--- src/rtl/enemy_square_mover_if.sv ---
// Pixel/control bundle between the VGA pixel counter, the enemy mover and the enemy bitmap.
interface enemy_square_mover_if;
  logic [10:0] pixelX;
  logic [10:0] pixelY;
  logic        startOfFrame;
  logic        enable;
  logic        hit;
  logic        InsideRectangle;
  logic [10:0] offsetX;
  logic [10:0] offsetY;
  logic [10:0] topLeftX;
  logic [10:0] topLeftY;
  logic        alive;
  logic        reachedBottom;

  modport master (
    output pixelX, pixelY, startOfFrame, enable, hit,
    input  InsideRectangle, offsetX, offsetY, topLeftX, topLeftY, alive, reachedBottom
  );

  modport slave (
    input  pixelX, pixelY, startOfFrame, enable, hit,
    output InsideRectangle, offsetX, offsetY, topLeftX, topLeftY, alive, reachedBottom
  );
endinterface

--- src/rtl/enemy_square_mover.sv ---
// Owns one enemy sprite: patrols horizontally, steps down at edges, dies on hit and respawns.
// Also produces the registered inside/offset signals that drive the enemy bitmap.
module enemy_square_mover #(
  parameter int INIT_X          = 100,
  parameter int INIT_Y          = 40,
  parameter int OBJECT_WIDTH_X  = 11,
  parameter int OBJECT_HEIGHT_Y = 48,
  parameter int SPEED_X         = 2,
  parameter int STEP_DOWN       = 16,
  parameter int LEFT_BOUND      = 0,
  parameter int RIGHT_BOUND     = 639,
  parameter int BOTTOM_BOUND    = 479,
  parameter int RESPAWN_FRAMES  = 60
) (
  input  logic                 clk,
  input  logic                 resetN,
  enemy_square_mover_if.slave  bus
);

  localparam int CNT_W = (RESPAWN_FRAMES > 1) ? $clog2(RESPAWN_FRAMES) : 1;

  localparam logic [11:0] W12       = 12'(OBJECT_WIDTH_X);
  localparam logic [11:0] H12       = 12'(OBJECT_HEIGHT_Y);
  localparam logic [11:0] SPEED12   = 12'(SPEED_X);
  localparam logic [11:0] STEP12    = 12'(STEP_DOWN);
  localparam logic [11:0] LEFT12    = 12'(LEFT_BOUND);
  localparam logic [11:0] RIGHT_LIM = 12'(RIGHT_BOUND + 1);
  localparam logic [11:0] BOT_LIM   = 12'(BOTTOM_BOUND + 1);

  localparam logic [10:0] INIT_X11   = 11'(INIT_X);
  localparam logic [10:0] INIT_Y11   = 11'(INIT_Y);
  localparam logic [10:0] SPEED11    = 11'(SPEED_X);
  localparam logic [10:0] STEP11     = 11'(STEP_DOWN);
  localparam logic [10:0] LEFT11     = 11'(LEFT_BOUND);
  localparam logic [10:0] X_RCLAMP   = 11'(RIGHT_BOUND + 1 - OBJECT_WIDTH_X);
  localparam logic [10:0] Y_BCLAMP   = 11'(BOTTOM_BOUND + 1 - OBJECT_HEIGHT_Y);
  localparam logic [CNT_W-1:0] CNT_LAST = CNT_W'(RESPAWN_FRAMES - 1);

  typedef enum logic [2:0] {
    MOVE_RIGHT,
    MOVE_LEFT,
    DESCEND,
    DEAD,
    LANDED
  } state_t;

  state_t             state, state_nx;
  logic [10:0]        pos_x, pos_x_nx;
  logic [10:0]        pos_y, pos_y_nx;
  logic               dir_r, dir_r_nx;
  logic [CNT_W-1:0]   cnt, cnt_nx;

  logic [11:0]        x_ext, y_ext, px_ext, py_ext;
  logic               move_en;
  logic               live;
  logic               inside_c;

  assign x_ext   = {1'b0, pos_x};
  assign y_ext   = {1'b0, pos_y};
  assign px_ext  = {1'b0, bus.pixelX};
  assign py_ext  = {1'b0, bus.pixelY};
  assign move_en = bus.startOfFrame && bus.enable;
  assign live    = (state != DEAD);

  always_ff @(posedge clk or negedge resetN) begin
    if (!resetN) begin
      state <= MOVE_RIGHT;
      pos_x <= INIT_X11;
      pos_y <= INIT_Y11;
      dir_r <= 1'b0;
      cnt   <= '0;
    end else begin
      state <= state_nx;
      pos_x <= pos_x_nx;
      pos_y <= pos_y_nx;
      dir_r <= dir_r_nx;
      cnt   <= cnt_nx;
    end
  end

  always_comb begin
    state_nx = state;
    pos_x_nx = pos_x;
    pos_y_nx = pos_y;
    dir_r_nx = dir_r;
    cnt_nx   = cnt;

    unique case (state)
      MOVE_RIGHT: begin
        // A hit pre-empts any movement scheduled for the same clock.
        if (bus.hit) begin
          state_nx = DEAD;
          cnt_nx   = '0;
        end else if (move_en) begin
          if (x_ext + W12 + SPEED12 > RIGHT_LIM) begin
            pos_x_nx = X_RCLAMP;
            dir_r_nx = 1'b1;
            state_nx = DESCEND;
          end else begin
            pos_x_nx = pos_x + SPEED11;
          end
        end
      end

      MOVE_LEFT: begin
        if (bus.hit) begin
          state_nx = DEAD;
          cnt_nx   = '0;
        end else if (move_en) begin
          if (x_ext < LEFT12 + SPEED12) begin
            pos_x_nx = LEFT11;
            dir_r_nx = 1'b0;
            state_nx = DESCEND;
          end else begin
            pos_x_nx = pos_x - SPEED11;
          end
        end
      end

      DESCEND: begin
        if (bus.hit) begin
          state_nx = DEAD;
          cnt_nx   = '0;
        end else if (move_en) begin
          if (y_ext + STEP12 + H12 > BOT_LIM) begin
            pos_y_nx = Y_BCLAMP;
            state_nx = LANDED;
          end else begin
            pos_y_nx = pos_y + STEP11;
            state_nx = dir_r ? MOVE_LEFT : MOVE_RIGHT;
          end
        end
      end

      DEAD: begin
        // Respawn timing counts frames regardless of enable.
        if (bus.startOfFrame) begin
          if (cnt == CNT_LAST) begin
            pos_x_nx = INIT_X11;
            pos_y_nx = INIT_Y11;
            dir_r_nx = 1'b0;
            cnt_nx   = '0;
            state_nx = MOVE_RIGHT;
          end else begin
            cnt_nx = cnt + 1'b1;
          end
        end
      end

      LANDED: begin
      end

      default: state_nx = MOVE_RIGHT;
    endcase
  end

  assign inside_c = live &&
                    (px_ext >= x_ext) && (px_ext < x_ext + W12) &&
                    (py_ext >= y_ext) && (py_ext < y_ext + H12);

  always_ff @(posedge clk or negedge resetN) begin
    if (!resetN) begin
      bus.InsideRectangle <= 1'b0;
      bus.offsetX         <= '0;
      bus.offsetY         <= '0;
    end else begin
      bus.InsideRectangle <= inside_c;
      bus.offsetX         <= inside_c ? (bus.pixelX - pos_x) : '0;
      bus.offsetY         <= inside_c ? (bus.pixelY - pos_y) : '0;
    end
  end

  assign bus.topLeftX      = pos_x;
  assign bus.topLeftY      = pos_y;
  assign bus.alive         = live;
  assign bus.reachedBottom = (state == LANDED);

endmodule

--- src/flat_wrapper.sv ---
// flat-port wrapper written by rule: the top's interface ports become plain ports
module enemy_square_mover_flat 
#(
  parameter int INIT_X          = 100,
  parameter int INIT_Y          = 40,
  parameter int OBJECT_WIDTH_X  = 11,
  parameter int OBJECT_HEIGHT_Y = 48,
  parameter int SPEED_X         = 2,
  parameter int STEP_DOWN       = 16,
  parameter int LEFT_BOUND      = 0,
  parameter int RIGHT_BOUND     = 639,
  parameter int BOTTOM_BOUND    = 479,
  parameter int RESPAWN_FRAMES  = 60
)
  (clk, resetN, bus_pixelX, bus_pixelY, bus_startOfFrame, bus_enable, bus_hit, bus_InsideRectangle, bus_offsetX, bus_offsetY, bus_topLeftX, bus_topLeftY, bus_alive, bus_reachedBottom);
  enemy_square_mover_if bus_i ();
  input  logic clk;
  input  logic resetN;
  input wire logic [$bits(bus_i.pixelX)-1:0] bus_pixelX;
  input wire logic [$bits(bus_i.pixelY)-1:0] bus_pixelY;
  input wire logic [$bits(bus_i.startOfFrame)-1:0] bus_startOfFrame;
  input wire logic [$bits(bus_i.enable)-1:0] bus_enable;
  input wire logic [$bits(bus_i.hit)-1:0] bus_hit;
  output wire logic [$bits(bus_i.InsideRectangle)-1:0] bus_InsideRectangle;
  output wire logic [$bits(bus_i.offsetX)-1:0] bus_offsetX;
  output wire logic [$bits(bus_i.offsetY)-1:0] bus_offsetY;
  output wire logic [$bits(bus_i.topLeftX)-1:0] bus_topLeftX;
  output wire logic [$bits(bus_i.topLeftY)-1:0] bus_topLeftY;
  output wire logic [$bits(bus_i.alive)-1:0] bus_alive;
  output wire logic [$bits(bus_i.reachedBottom)-1:0] bus_reachedBottom;
  assign bus_i.pixelX = bus_pixelX;
  assign bus_i.pixelY = bus_pixelY;
  assign bus_i.startOfFrame = bus_startOfFrame;
  assign bus_i.enable = bus_enable;
  assign bus_i.hit = bus_hit;
  assign bus_InsideRectangle = bus_i.InsideRectangle;
  assign bus_offsetX = bus_i.offsetX;
  assign bus_offsetY = bus_i.offsetY;
  assign bus_topLeftX = bus_i.topLeftX;
  assign bus_topLeftY = bus_i.topLeftY;
  assign bus_alive = bus_i.alive;
  assign bus_reachedBottom = bus_i.reachedBottom;
  enemy_square_mover #(.INIT_X(INIT_X), .INIT_Y(INIT_Y), .OBJECT_WIDTH_X(OBJECT_WIDTH_X), .OBJECT_HEIGHT_Y(OBJECT_HEIGHT_Y), .SPEED_X(SPEED_X), .STEP_DOWN(STEP_DOWN), .LEFT_BOUND(LEFT_BOUND), .RIGHT_BOUND(RIGHT_BOUND), .BOTTOM_BOUND(BOTTOM_BOUND), .RESPAWN_FRAMES(RESPAWN_FRAMES)) u_core (.clk(clk), .resetN(resetN), .bus(bus_i));
endmodule
--- config.mk ---
export PLATFORM = sky130hd
export DESIGN_NAME = enemy_square_mover_flat
export DESIGN_NICKNAME = d
export VERILOG_FILES = /design/src/rtl/enemy_square_mover_if.sv /design/src/rtl/enemy_square_mover.sv /design/src/flat_wrapper.sv
export SDC_FILE = /design/constraint.sdc
export NUM_CORES = 1
export LEC_CHECK = 0
export CORE_MARGIN = 8
export CORE_UTILIZATION = 52
export DETAILED_ROUTE_END_ITERATION = 6
export PLACE_DENSITY_LB_ADDON = 0.25
export SLEW_MARGIN = 20
export SYNTH_ARGS = -nofsm -noshare
export SYNTH_HDL_FRONTEND = slang
export SYNTH_SLANG_ARGS = --single-unit
--- constraint.sdc ---
create_clock -name clk -period 3.6 [get_ports clk]
set_input_delay 0.36 -clock clk [delete_from_list [all_inputs] [get_ports clk]]
set_output_delay 0.36 -clock clk [all_outputs]
set_load 0.05 [all_outputs]
==> impl_metrics.env <==
export IMPL_firstDrtPassIters=6
export IMPL_gr_total_overflow=0
export IMPL_max_cap_violations=0
export IMPL_rows=33
export IMPL_hold_path_class="input port to asynchronous set/reset pin"
export IMPL_clock_root_buffer="clkbuf_8"
export IMPL_syn_to_final_growth_pct=19.3
export IMPL_powerDensity_nw_per_um2=714
export IMPL_drt_iter0_markers=234
export IMPL_netlist_instances=503
export IMPL_synthTopCellsByCount="49 x ha_1, 47 x dfrtp_1, 42 x nor2_1"
export IMPL_num_io_pins=74
export IMPL_synth_yosys_seq_area_share_pct=29.9
export IMPL_synth_mux_area_share_pct=0.686
export IMPL_grt_pass1_vias=3735
export IMPL_outcome="finished clean"
export IMPL_slowest_delay_ps=510
export IMPL_register_area_um2=1310
export IMPL_tightest_slew_ps=781
export IMPL_synth_edf_count=0
export IMPL_synthSimpleGateAreaFrac_pct=19.2
export IMPL_setup_violations=0
export IMPL_drive_gt1_share_pct=8.93
export IMPL_p_total_w=0.00373
export IMPL_synth_area_leaders="dfrtp_1 27%, ha_1 14%, a21oi_1 4.1%, xnor2_1 4.0%, nor2_1 3.6%"
export IMPL_cp_start_kind="register"
export IMPL_synth_top_family_by_area="compound AO/OA/AOI/OAI gates"
export IMPL_cts_htree_levels=2
export IMPL_via_count=3863
export IMPL_hold_violations=0
export IMPL_postRouteAntennaNets=0
export IMPL_finalSetupTns_ps=0
export IMPL_synthDistinctLibCells=80
export IMPL_start_util_pct=53.6
export IMPL_cts_buffer_depth=2
export IMPL_yosysMostFrequentCell="ha_1"
export IMPL_grt_max_degree=34
export IMPL_path_clk_slew_ps=100
export IMPL_synth_seq_cells=52
export IMPL_grt_pass1_wl_mm=17.5
export IMPL_routed_via_density=5.71
export IMPL_cp_end_kind="register"
export IMPL_drv_slew=0
export IMPL_drc=0
export IMPL_dieWidth_um=108
export IMPL_synth_fa_ha_area_share_pct=14.5
export IMPL_cts_tree="yes"
export IMPL_yosys_warnings=0
export IMPL_cts_sinks=52
export IMPL_slew_headroom_pct=47.9
export IMPL_worstSkewPairLatency_ps=310
export IMPL_cp_required_ps=3820
export IMPL_antenna_found_initial=0
export IMPL_final_core_util_pct=63.9
export IMPL_worst_path_max_delay_cell="or4_1"
export IMPL_crit_arrival_ps=3540
export IMPL_cp_cell_sequence="inv_1 -> ha_1 -> nor2b_4 -> o21ai_1 -> nor3_2 -> xnor2_1 -> inv_1 -> ha_1 -> o2111a_1 -> o31ai_1 -> a21oi_1 -> or4_1 -> buf_4 -> nor3_1"
export IMPL_grtUsageTotal_pct=18.2
export IMPL_numCtsBuffers=5
export IMPL_crit_type="register to register"
export IMPL_cpLargestDelayFamily="simple AND/OR/NAND/NOR gates"
export IMPL_nets=647
export IMPL_path_buf_inv=3
export IMPL_critical_path_max_fanout=23
export IMPL_numPortBuffers=70
export IMPL_synth_compound_area_share_pct=22.7
export IMPL_max_freq_mhz=301
export IMPL_p_leak_nw=2.35
export IMPL_routed_wirelength_mm=10.7
export IMPL_place_hpwl_mm=8.50
export IMPL_fin_crit_sh_pct=92.4
export IMPL_synthXorXnorAreaFrac_pct=5.80
export IMPL_synth_top_area_share_pct=26.9
export IMPL_coreArea_um2=8180
export IMPL_peakVddDrop_uv=427
export IMPL_fill_cells=693
export IMPL_fin_skew_ps=12.0
export IMPL_synth_area_per_cell_um2=8.71
export IMPL_multi_input_area_um2=2780
export IMPL_async_reset_ff_share_pct=100
export IMPL_gp_congestion=0.896
export IMPL_grt_setup_unrepaired="false"
export IMPL_yosys_area_top_type="dfrtp_1"
export IMPL_wl_per_cell_um=15.8
export IMPL_diodes=0
export IMPL_chipHeight_um=108
export IMPL_synth_cell_area_um2=4380
export IMPL_dieArea_um2=11600
export IMPL_ys_flop_type="dfrtp_1"
export IMPL_fin_crit_ps=3320
-- cell type report --
cell class                 count  share of cell area, %
inverter                      40                   2.97
sequential                    52                   25.1
clock inverter                 2                  0.311
tap                          105                   2.52
timing repair buffer          78                   14.5
clock buffer                   6                   1.39
multi-input combinational    393                   53.3
-- power breakdown --
part           internal [W]  total [W]  switching (W)
clock              0.000139   0.000339       0.000201
sequential         0.000714   0.000896       0.000181
combinational      0.000997    0.00249        0.00150
total               0.00185    0.00373        0.00188
-- worst register-to-register path, delay by kind of cell, from the launching register on --
family | cells | cell delay (ps)
adders and majority gates | 2 | 580
xor gates and xnor gates | 1 | 270
and+or+nand+nor | 4 | 840
buffers and inverters | 3 | 480
AOI/OAI and AO/OA | 4 | 600
DFF | 1 | 460
-- layer usage --
layer	track usage, %	wire length [um]	vias to the layer above
met1	23.6	4940	1838
met2	31.1	5090	93
li1	-	-	1924
met3	2.46	545	8
met4	4.56	93	0
met5	0	0	-
-- timing repair --
item | in CTS | in global routing
resized for setup | 0 | 1
buffers inserted | 0 | 0
setup endpoints to repair | 0 | 2
hold buffers | 0 | 0
-- cell usage in the layout (no fill, tap or decap), types with 3 or more instances in the layout --
cell             count
a211o_1              3
a21o_1              12
a21oi_1             36
a21oi_2              5
a31oi_1              8
and2_1               3
and3_1               8
buf_4                8
clkbuf_8             5
clkdlybuf4s50_1     69
conb_1               5
dfrtp_1             46
dfstp_2              5
ha_1                49
inv_1               39
mux2i_1              3
nand2_1             23
nand2b_1             9
nand3_1             12
nand3b_1             3
nand4_1              3
nor2_1              42
nor2b_1              8
nor3_1              17
nor4_1               5
o211ai_1             4
o21a_1               8
o21ai_0             28
o21ai_1              6
o22ai_1              3
o31ai_1              5
or3_1                3
xnor2_1             19
xor2_1               9
-- metrics by stage --
step	instance area [um^2]	setup slack (ps)	hold WS [ps]	cells
3_3_place_gp	5120	296	465	668
5_1_grt	5220	29.9	183	676
6_report	5220	275	124	676
2_1_floorplan	4390	157	64.4	506
4_1_cts	5210	192	146	676
3_5_place_dp	5120	232	464	668
-- path summary, 6_finish.rpt --
check,startpoint,end,slack [ps],cells after the start
worst max register to register,u_core.bus.topLeftX[1],u_core.bus.offsetX[3],280,14
max in group asynchronous,resetN,u_core.bus.offsetX[3],2740,2
worst max-delay path,u_core.bus.topLeftX[1],u_core.bus.offsetX[3],280,14
min in group clk,u_core.cnt[5],u_core.cnt[5],490,1
worst min-delay path,resetN,u_core.bus.topLeftY[4],120,1
worst min register to register,u_core.cnt[5],u_core.cnt[5],490,1
-- logic make-up (layout without fill, tap and decap cells) --
logic type | Yosys count | in the layout
simple gates | 158 | 158
buf+inv | 61 | 126
mux | 3 | 3
other cells | 2 | 5
fa+ha+maj | 50 | 50
xor+xnor | 29 | 29
compound gates | 148 | 148
flops | 52 | 52
-- flip-flops by register name, indices dropped and copies added, names as in the netlist --
register	flops
u_core.bus.topLeftY	8
u_core.bus.topLeftX	11
u_core.dir_r	1
u_core.cnt	6
u_core.bus.offsetY	11
u_core.bus.InsideRectangle	1
u_core.bus.offsetX	11
u_core.state	3
(Power assumes the default switching activity.)
